**config.mk**
```make
export PLATFORM = sky130hd
export DESIGN_NAME = jtag_shift_chain
export DESIGN_NICKNAME = d
export VERILOG_FILES = /design/src/rtl/jtag_pkg.sv /design/src/rtl/jtag_dr_shifter.sv /design/src/rtl/jtag_shift_chain.sv
export SDC_FILE = /design/constraint.sdc
export NUM_CORES = 1
export LEC_CHECK = 0
export CAP_MARGIN = 20
export CORE_MARGIN = 4
export CORE_UTILIZATION = 55
export CTS_CLUSTER_SIZE = 16
export DETAILED_ROUTE_END_ITERATION = 6
export GPL_TIMING_DRIVEN = 0
export PLACE_DENSITY = 0.88
export SYNTH_ARGS = -nofsm -noshare
export SYNTH_HDL_FRONTEND = slang
export SYNTH_SLANG_ARGS = --single-unit
```
**constraint.sdc**
```tcl
create_clock -name tck -period 1.95 [get_ports tck]
set_input_delay 0.585 -clock tck [delete_from_list [all_inputs] [get_ports tck]]
set_output_delay 0.585 -clock tck [all_outputs]
set_load 0.03 [all_outputs]
```
**src/rtl/jtag_pkg.sv**
```systemverilog
// ============================================================================
// Module  : jtag_pkg
// Brief   : TAP state codes shared with the TAP controller, and instruction codes.
// Revision: 1.0 - initial release
// ============================================================================
`default_nettype none

package jtag_pkg;

    typedef enum logic [4:0] {
        TAP_TEST_LOGIC_RESET = 5'd0,
        TAP_RUN_TEST_IDLE    = 5'd1,
        TAP_SELECT_DR        = 5'd2,
        TAP_CAPTURE_DR       = 5'd3,
        TAP_SHIFT_DR         = 5'd4,
        TAP_EXIT1_DR         = 5'd5,
        TAP_PAUSE_DR         = 5'd6,
        TAP_EXIT2_DR         = 5'd7,
        TAP_UPDATE_DR        = 5'd8,
        TAP_SELECT_IR        = 5'd9,
        TAP_CAPTURE_IR       = 5'd10,
        TAP_SHIFT_IR         = 5'd11,
        TAP_EXIT1_IR         = 5'd12,
        TAP_PAUSE_IR         = 5'd13,
        TAP_EXIT2_IR         = 5'd14,
        TAP_UPDATE_IR        = 5'd15
    } tap_state_t;

    localparam logic [3:0] c_INSTR_ABORT  = 4'b1000;
    localparam logic [3:0] c_INSTR_USER   = 4'b0100;
    localparam logic [3:0] c_INSTR_IDCODE = 4'b1110;
    localparam logic [3:0] c_INSTR_BYPASS = 4'b1111;

    // Mandatory IR capture LSBs; upper bits are zero.
    localparam logic [1:0] c_IR_CAPTURE_LSB = 2'b01;

endpackage

`default_nettype wire

```
**src/rtl/jtag_dr_shifter.sv**
```systemverilog
// ============================================================================
// Module  : jtag_dr_shifter
// Brief   : Generic data-register shifter: parallel capture, LSB-first shift.
// Revision: 1.0 - initial release
// ============================================================================
`default_nettype none

module jtag_dr_shifter #(
    parameter int WIDTH = 32
) (
    input  logic             clk,
    input  logic             rst,
    input  logic             i_capture,
    input  logic [WIDTH-1:0] i_capture_val,
    input  logic             i_shift,
    input  logic             i_tdi,
    output logic [WIDTH-1:0] o_q
);

    logic [WIDTH-1:0] r_q;

    always_ff @(posedge clk) begin
        if (rst) begin
            r_q <= '0;
        end else if (i_capture) begin
            r_q <= i_capture_val;
        end else if (i_shift) begin
            r_q <= {i_tdi, r_q[WIDTH-1:1]};
        end
    end

    assign o_q = r_q;

endmodule

`default_nettype wire

```
**src/rtl/jtag_shift_chain.sv**
```systemverilog
// ============================================================================
// Module  : jtag_shift_chain
// Brief   : JTAG IR/DR shift path (IR, IDCODE, BYPASS, optional USER register).
//           Optional USER DR enabled by defining JTAG_USER_DR_EN.
// Revision: 1.0 - initial release
// ============================================================================
`default_nettype none

module jtag_shift_chain
    import jtag_pkg::*;
#(
    parameter int          IR_W       = 4,
    parameter logic [31:0] IDCODE_VAL = 32'hFAF01,
    parameter int          USER_W     = 8
) (
    input  logic            tck,
    input  logic            reset,
    input  logic            enable,
    input  logic [4:0]      tap_state,
    input  logic            tdi,
`ifdef JTAG_USER_DR_EN
    output logic [USER_W-1:0] user_dr,
    output logic            user_upd,
`endif
    output logic            tdo,
    output logic            tdo_en,
    output logic [IR_W-1:0] ir_value,
    output logic            ir_upd,
    output logic            abort_pulse
);

    localparam logic [IR_W-1:0] c_ir_idcode  = IR_W'(c_INSTR_IDCODE);
    localparam logic [IR_W-1:0] c_ir_abort   = IR_W'(c_INSTR_ABORT);
    localparam logic [IR_W-1:0] c_ir_capture = IR_W'(c_IR_CAPTURE_LSB);

    logic [IR_W-1:0] r_ir_value;
    logic [IR_W-1:0] r_ir_shift;
    logic            r_bypass;
    logic            r_ir_upd;
    logic            r_abort_pulse;

    logic            w_sel_idcode;
    logic            w_sel_bypass;
    logic            w_sel_abort;
    logic            w_cap_dr;
    logic            w_shift_dr;
    logic [31:0]     w_idcode_q;

    assign w_cap_dr     = enable && (tap_state == TAP_CAPTURE_DR);
    assign w_shift_dr   = enable && (tap_state == TAP_SHIFT_DR);
    assign w_sel_idcode = (r_ir_value == c_ir_idcode);
    assign w_sel_abort  = (r_ir_value == c_ir_abort);

    jtag_dr_shifter #(.WIDTH(32)) u_idcode_dr (
        .clk           (tck),
        .rst           (reset),
        .i_capture     (w_cap_dr && w_sel_idcode),
        .i_capture_val (IDCODE_VAL),
        .i_shift       (w_shift_dr && w_sel_idcode),
        .i_tdi         (tdi),
        .o_q           (w_idcode_q)
    );

`ifdef JTAG_USER_DR_EN
    logic              w_sel_user;
    logic [USER_W-1:0] w_user_q;
    logic [USER_W-1:0] r_user_dr;
    logic              r_user_upd;

    assign w_sel_user   = (r_ir_value == IR_W'(c_INSTR_USER));
    assign w_sel_bypass = !w_sel_idcode && !w_sel_user;

    jtag_dr_shifter #(.WIDTH(USER_W)) u_user_dr (
        .clk           (tck),
        .rst           (reset),
        .i_capture     (w_cap_dr && w_sel_user),
        .i_capture_val (r_user_dr),
        .i_shift       (w_shift_dr && w_sel_user),
        .i_tdi         (tdi),
        .o_q           (w_user_q)
    );

    always_ff @(posedge tck) begin
        if (reset) begin
            r_user_dr  <= '0;
            r_user_upd <= 1'b0;
        end else begin
            r_user_upd <= 1'b0;
            if (enable && (tap_state == TAP_UPDATE_DR) && w_sel_user) begin
                r_user_dr  <= w_user_q;
                r_user_upd <= 1'b1;
            end
        end
    end

    assign user_dr  = r_user_dr;
    assign user_upd = r_user_upd;
`else
    // Width kept for a uniform parameter list across builds.
    localparam int c_user_w_unused = USER_W;
    assign w_sel_bypass = !w_sel_idcode;
`endif

    // Pulses default low every edge, so a disabled edge also clears them.
    always_ff @(posedge tck) begin
        if (reset) begin
            r_ir_value    <= c_ir_idcode;
            r_ir_shift    <= '0;
            r_bypass      <= 1'b0;
            r_ir_upd      <= 1'b0;
            r_abort_pulse <= 1'b0;
        end else begin
            r_ir_upd      <= 1'b0;
            r_abort_pulse <= 1'b0;
            if (enable) begin
                case (tap_state)
                    TAP_TEST_LOGIC_RESET: r_ir_value <= c_ir_idcode;
                    TAP_CAPTURE_IR:       r_ir_shift <= c_ir_capture;
                    TAP_SHIFT_IR:         r_ir_shift <= {tdi, r_ir_shift[IR_W-1:1]};
                    TAP_UPDATE_IR: begin
                        r_ir_value <= r_ir_shift;
                        r_ir_upd   <= 1'b1;
                    end
                    TAP_CAPTURE_DR: if (w_sel_bypass) r_bypass <= 1'b0;
                    TAP_SHIFT_DR:   if (w_sel_bypass) r_bypass <= tdi;
                    TAP_UPDATE_DR:  if (w_sel_abort) r_abort_pulse <= 1'b1;
                    default: ;
                endcase
            end
        end
    end

    always_comb begin
        tdo = 1'b0;
        case (tap_state)
            TAP_SHIFT_IR: tdo = r_ir_shift[0];
            TAP_SHIFT_DR: begin
                if (w_sel_idcode)
                    tdo = w_idcode_q[0];
`ifdef JTAG_USER_DR_EN
                else if (w_sel_user)
                    tdo = w_user_q[0];
`endif
                else
                    tdo = r_bypass;
            end
            default: tdo = 1'b0;
        endcase
    end

    logic [30:0] w_idcode_hi_unused;
    assign w_idcode_hi_unused = w_idcode_q[31:1];

    assign tdo_en      = (tap_state == TAP_SHIFT_IR) || (tap_state == TAP_SHIFT_DR);
    assign ir_value    = r_ir_value;
    assign ir_upd      = r_ir_upd;
    assign abort_pulse = r_abort_pulse;

endmodule

`default_nettype wire

```
==> results of run 1 <==
sequential cells by signal (all words and copies together) (netlist names):
| signal | flops |
|---|---|
| u_idcode_dr.o_q | 32 |
| ir_value | 4 |
| r_ir_shift | 4 |
| abort_pulse | 1 |
| ir_upd | 1 |
| r_bypass | 1 |
through the flow:
stage	hold slack, ns	instances	instance area [µm²]	util	TNS, ns
final	0.461	265	2060	0.728	-0.187
after detailed placement	0.446	248	1880	0.665	-17.14
after CTS	0.464	260	2000	0.705	-0.198
after global routing	0.487	265	2060	0.728	-0.689
after global placement	0.439	248	1880	0.665	-16.62
after floorplan	0.432	201	1680	-	-0.0389
worst reg2reg max path, delay by kind of cell, from the launching register on:
family | cells | cell delay [ns]
AOI/OAI and AO/OA | 1 | 0.16
buffers and inverters | 2 | 0.49
DFF | 1 | 0.38
and+or+nand+nor | 3 | 0.52
per-layer routing:
metal / share of wire / wire length, µm / GRT usage
met1: 0.47 / 1640 / 0.238
met2: 0.45 / 1580 / 0.296
met3: 0.056 / 195 / 0.0568
met4: 0.018 / 62 / 0.0728
met5: 0 / 0 / 0
final cells by class:
cell class              count  area, µm²  area share
plain buffers              11       77.6      0.0377
clock buffers               5       37.5      0.0182
clock inverters             3       43.8      0.0213
inverters                   6       22.5      0.0109
multi-input cells         141        739       0.359
flip-flops and latches     43        868       0.422
well taps                  31       38.8      0.0188
repair buffers             25        231       0.112
logic make-up after synthesis:
family,after synthesis,share of synthesized area
muxes,1,0.00672
and+or+nand+nor,93,0.253
AOI/OAI and AO/OA,47,0.168
DFF,43,0.514
buffers and inverters,17,0.0583
worst max-delay path by stage:
| stage | start | depth (start not counted) | end | slack [ns] |
|---|---|---|---|---|
| finish | ir_value[0] | 5 | tdo | -0.19 |
| global route | ir_value[0] | 5 | tdo | -0.24 |
| CTS | ir_value[0] | 5 | tdo | -0.20 |
| detailed placement | tap_state[1] | 5 | tdo | -1.06 |
| global placement | tap_state[1] | 5 | tdo | -1.05 |
| floorplan | ir_value[1] | 4 | tdo | -0.04 |
timing repair:
| action | in CTS | in global routing |
|---|---|---|
| pin swaps | 6 | 5 |
| endpoints found under the setup margin | 28 | 28 |
| gates resized for setup | 42 | 15 |
| setup buffers | 4 | 5 |
cells in the final DEF, fill, tap and decap left out, drive strengths merged, types with 2 or more instances in the layout:
cell	instances
nand2	68
nor3b	2
dlygate4sd2	5
a31oi	11
clkbuf	13
o22a	2
clkdlybuf4s50	3
dfxtp	43
a21oi	24
dlymetal6s2s	2
nor2	4
buf	18
a22oi	3
nand4	2
nor3	3
o211ai	2
clkinv	2
inv	6
nand3	5
where the power goes:
group	total, W	switching [W]	internal, W	leakage [nW]
registers	0.000885	0.00000294	0.000882	0.346
clock network	0.000570	0.000300	0.000270	0.0452
logic	0.0000945	0.0000522	0.0000423	0.356
cell usage after synthesis, types with 2 or more instances:
library cell,instances
dfxtp_1,43
nand3_1,5
clkbuf_1,7
inv_1,6
buf_6,3
a21oi_1,24
o211ai_1,2
nand4_1,2
nor2_1,4
a31oi_1,11
o22a_1,2
nor3_1,3
a22oi_1,3
nand2_1,68
==> summary.txt, run 1 <==
Pwr
  – P_leak: 0.748 nW
  – Final Total Pwr: about 0.0015 W
  – PwrDens: 752 nW/µm²
  – VDD IR-drop max: roughly 0.74 mV

Critical path
  – Worst Path Arrival: 1.55 ns
  – Startpoint type of the worst setup path: flop
  – Cell breakdown of the critical path: nand4b_1, mux2_4, nand3_2, a21oi_2, buf_6
  – R2R Setup Slk: roughly 0.35 ns
  – Slowest stage delay, CP: ~0.35 ns
  – Delay-heaviest family, CP: multiplexers
  – WS Path Type: reg2out
  – R2r worst-path depth: 6
  – RR Endpoint: u_idcode_dr.o_q[24]
  – Critical path peak fanout: 2
  – Worst Path Buf+Inv: 1
  – WP data required: between 1 and 1.5 ns
  – Worst path slowest cell: mux2_4
  – Reg-to-Reg Start: ir_value[3]
  – Crit end category: output port

Clock tree
  – Hold_buf cts: 0
  – Worst-skew pair later-pin latency: around 0.37 ns
  – TritonCTS Buffers: 5
  – Buffer depth of the longest clock path: 2
  – CTS root buf: clkbuf_4
  – CTS Sinks: 43
  – Worst-path clk slew: approximately 0.13 ns
  – CTS tree: yes
  – H-tree level count: 2

Place
  – Pre-CTS setup slack: -1.06 ns
  – RePlAce Congestion: 0.802
  – Hpwl dp: 2270 µm
  – IO Port Bufs: 16

Detailed routing
  – Via density: roughly 5.7
  – Routed len/inst: between 10 and 15 µm
  – Iter 0 DRT Violations: slightly below 90
  – Drt pass-1 iters: 4
  – Antenna Nets Post-Route: 0
  – # DRC: 0
  – Vias: roughly 1500
  – Drt total wl: 3470 µm

Timing
  – Final setup violation count: 1
  – RSZ-0062 raised after global routing: true
  – Setup ws final: -0.187 ns
  – Pins Over Slew Limit: 0
  – Period utilisation layout: 1.10
  – Slew Limit Headroom: 0.596
  – Tightest Pin Transition: roughly 0.60 ns
  – Max Clock Skew: between 0.01 and 0.015 ns
  – FMAX: about 0.47 GHz
  – Fin crit period: around 2.1 ns
  – Final Hold Viols: 0

GRT
  – Global Route Usage Sum: 0.187
  – Vias in the first global route: around 1400
  – Overflow after GRT: 0
  – Largest net degree at the start of global routing: 15
  – Antenna violations before repair: 0
  – First-pass GRT wire length: between 6000 and 7000 µm

Synthesis
  – Mapped Nets: 210
  – Post-synthesis register bit count: between 40 and 50
  – Share of the synthesized area in the top cell type: 0.514
  – Count of cell types in the netlist: 32
  – Top post-synthesis cells by area: dfxtp_1 (51%), nand2_1 (15%), a21oi_1 (7.2%)
  – Yosys top cell by area: dfxtp_1
  – Seq/Total Area, Yosys: 0.514
  – EDFF count, synth: 0
  – Synth Instances: around 200
  – Top_reg_cell synth: dfxtp_1
  – Ys async rst share: 0
  – Synth warn: 0
  – Synth Cell Area: 1680 µm²
  – Mapped Avg Cell Area: around 8.3 µm²

Final layout
  – Synthesis-to-finish area growth: 22.9%
  – Number of diodes: 0
  – Layout cell share with drive strength beyond 1: 0.188
  – Final net count: ~240
  – Fillcell total: between 200 and 250

Worst hold path
  – Hold Path Depth: 2
  – Worst Hold End: u_idcode_dr.o_q[2]
  – Hold crit path type: reg2reg
  – Worst hold start: u_idcode_dr.o_q[3]

Floorplan
  – FP Rows: 19
  – Die area: about 4000 µm²
  – Starting Density: 0.592
  – # IOs: 17
  – Die width: roughly 63 µm
  – Chip Height: between 60 and 70 µm
  – Core box area: roughly 2800 µm²

Status
  – Status: finished, violations left
  – Violated checks: setup timing

Run
  – Total of max-cap violations: 0
No activity file was read; power rests on OpenSTA's default activity.
==> run 2: changes to the inputs <==
--- a/config.mk
+++ b/config.mk
@@ -11,6 +11,7 @@
 export CTS_CLUSTER_SIZE = 16
 export DETAILED_ROUTE_END_ITERATION = 6
 export GPL_TIMING_DRIVEN = 0
+export MAX_ROUTING_LAYER = met4
 export PLACE_DENSITY = 0.88
 export SYNTH_ARGS = -nofsm -noshare
 export SYNTH_HDL_FRONTEND = slang
==> results of run 2 <==
Final layout, timing and power as in run 1 (identical DEF).
Main changes from that run: final weighted congestion in routability-driven placement 0.802 -> 0.813; overall routing resource usage 0.187 -> 0.192
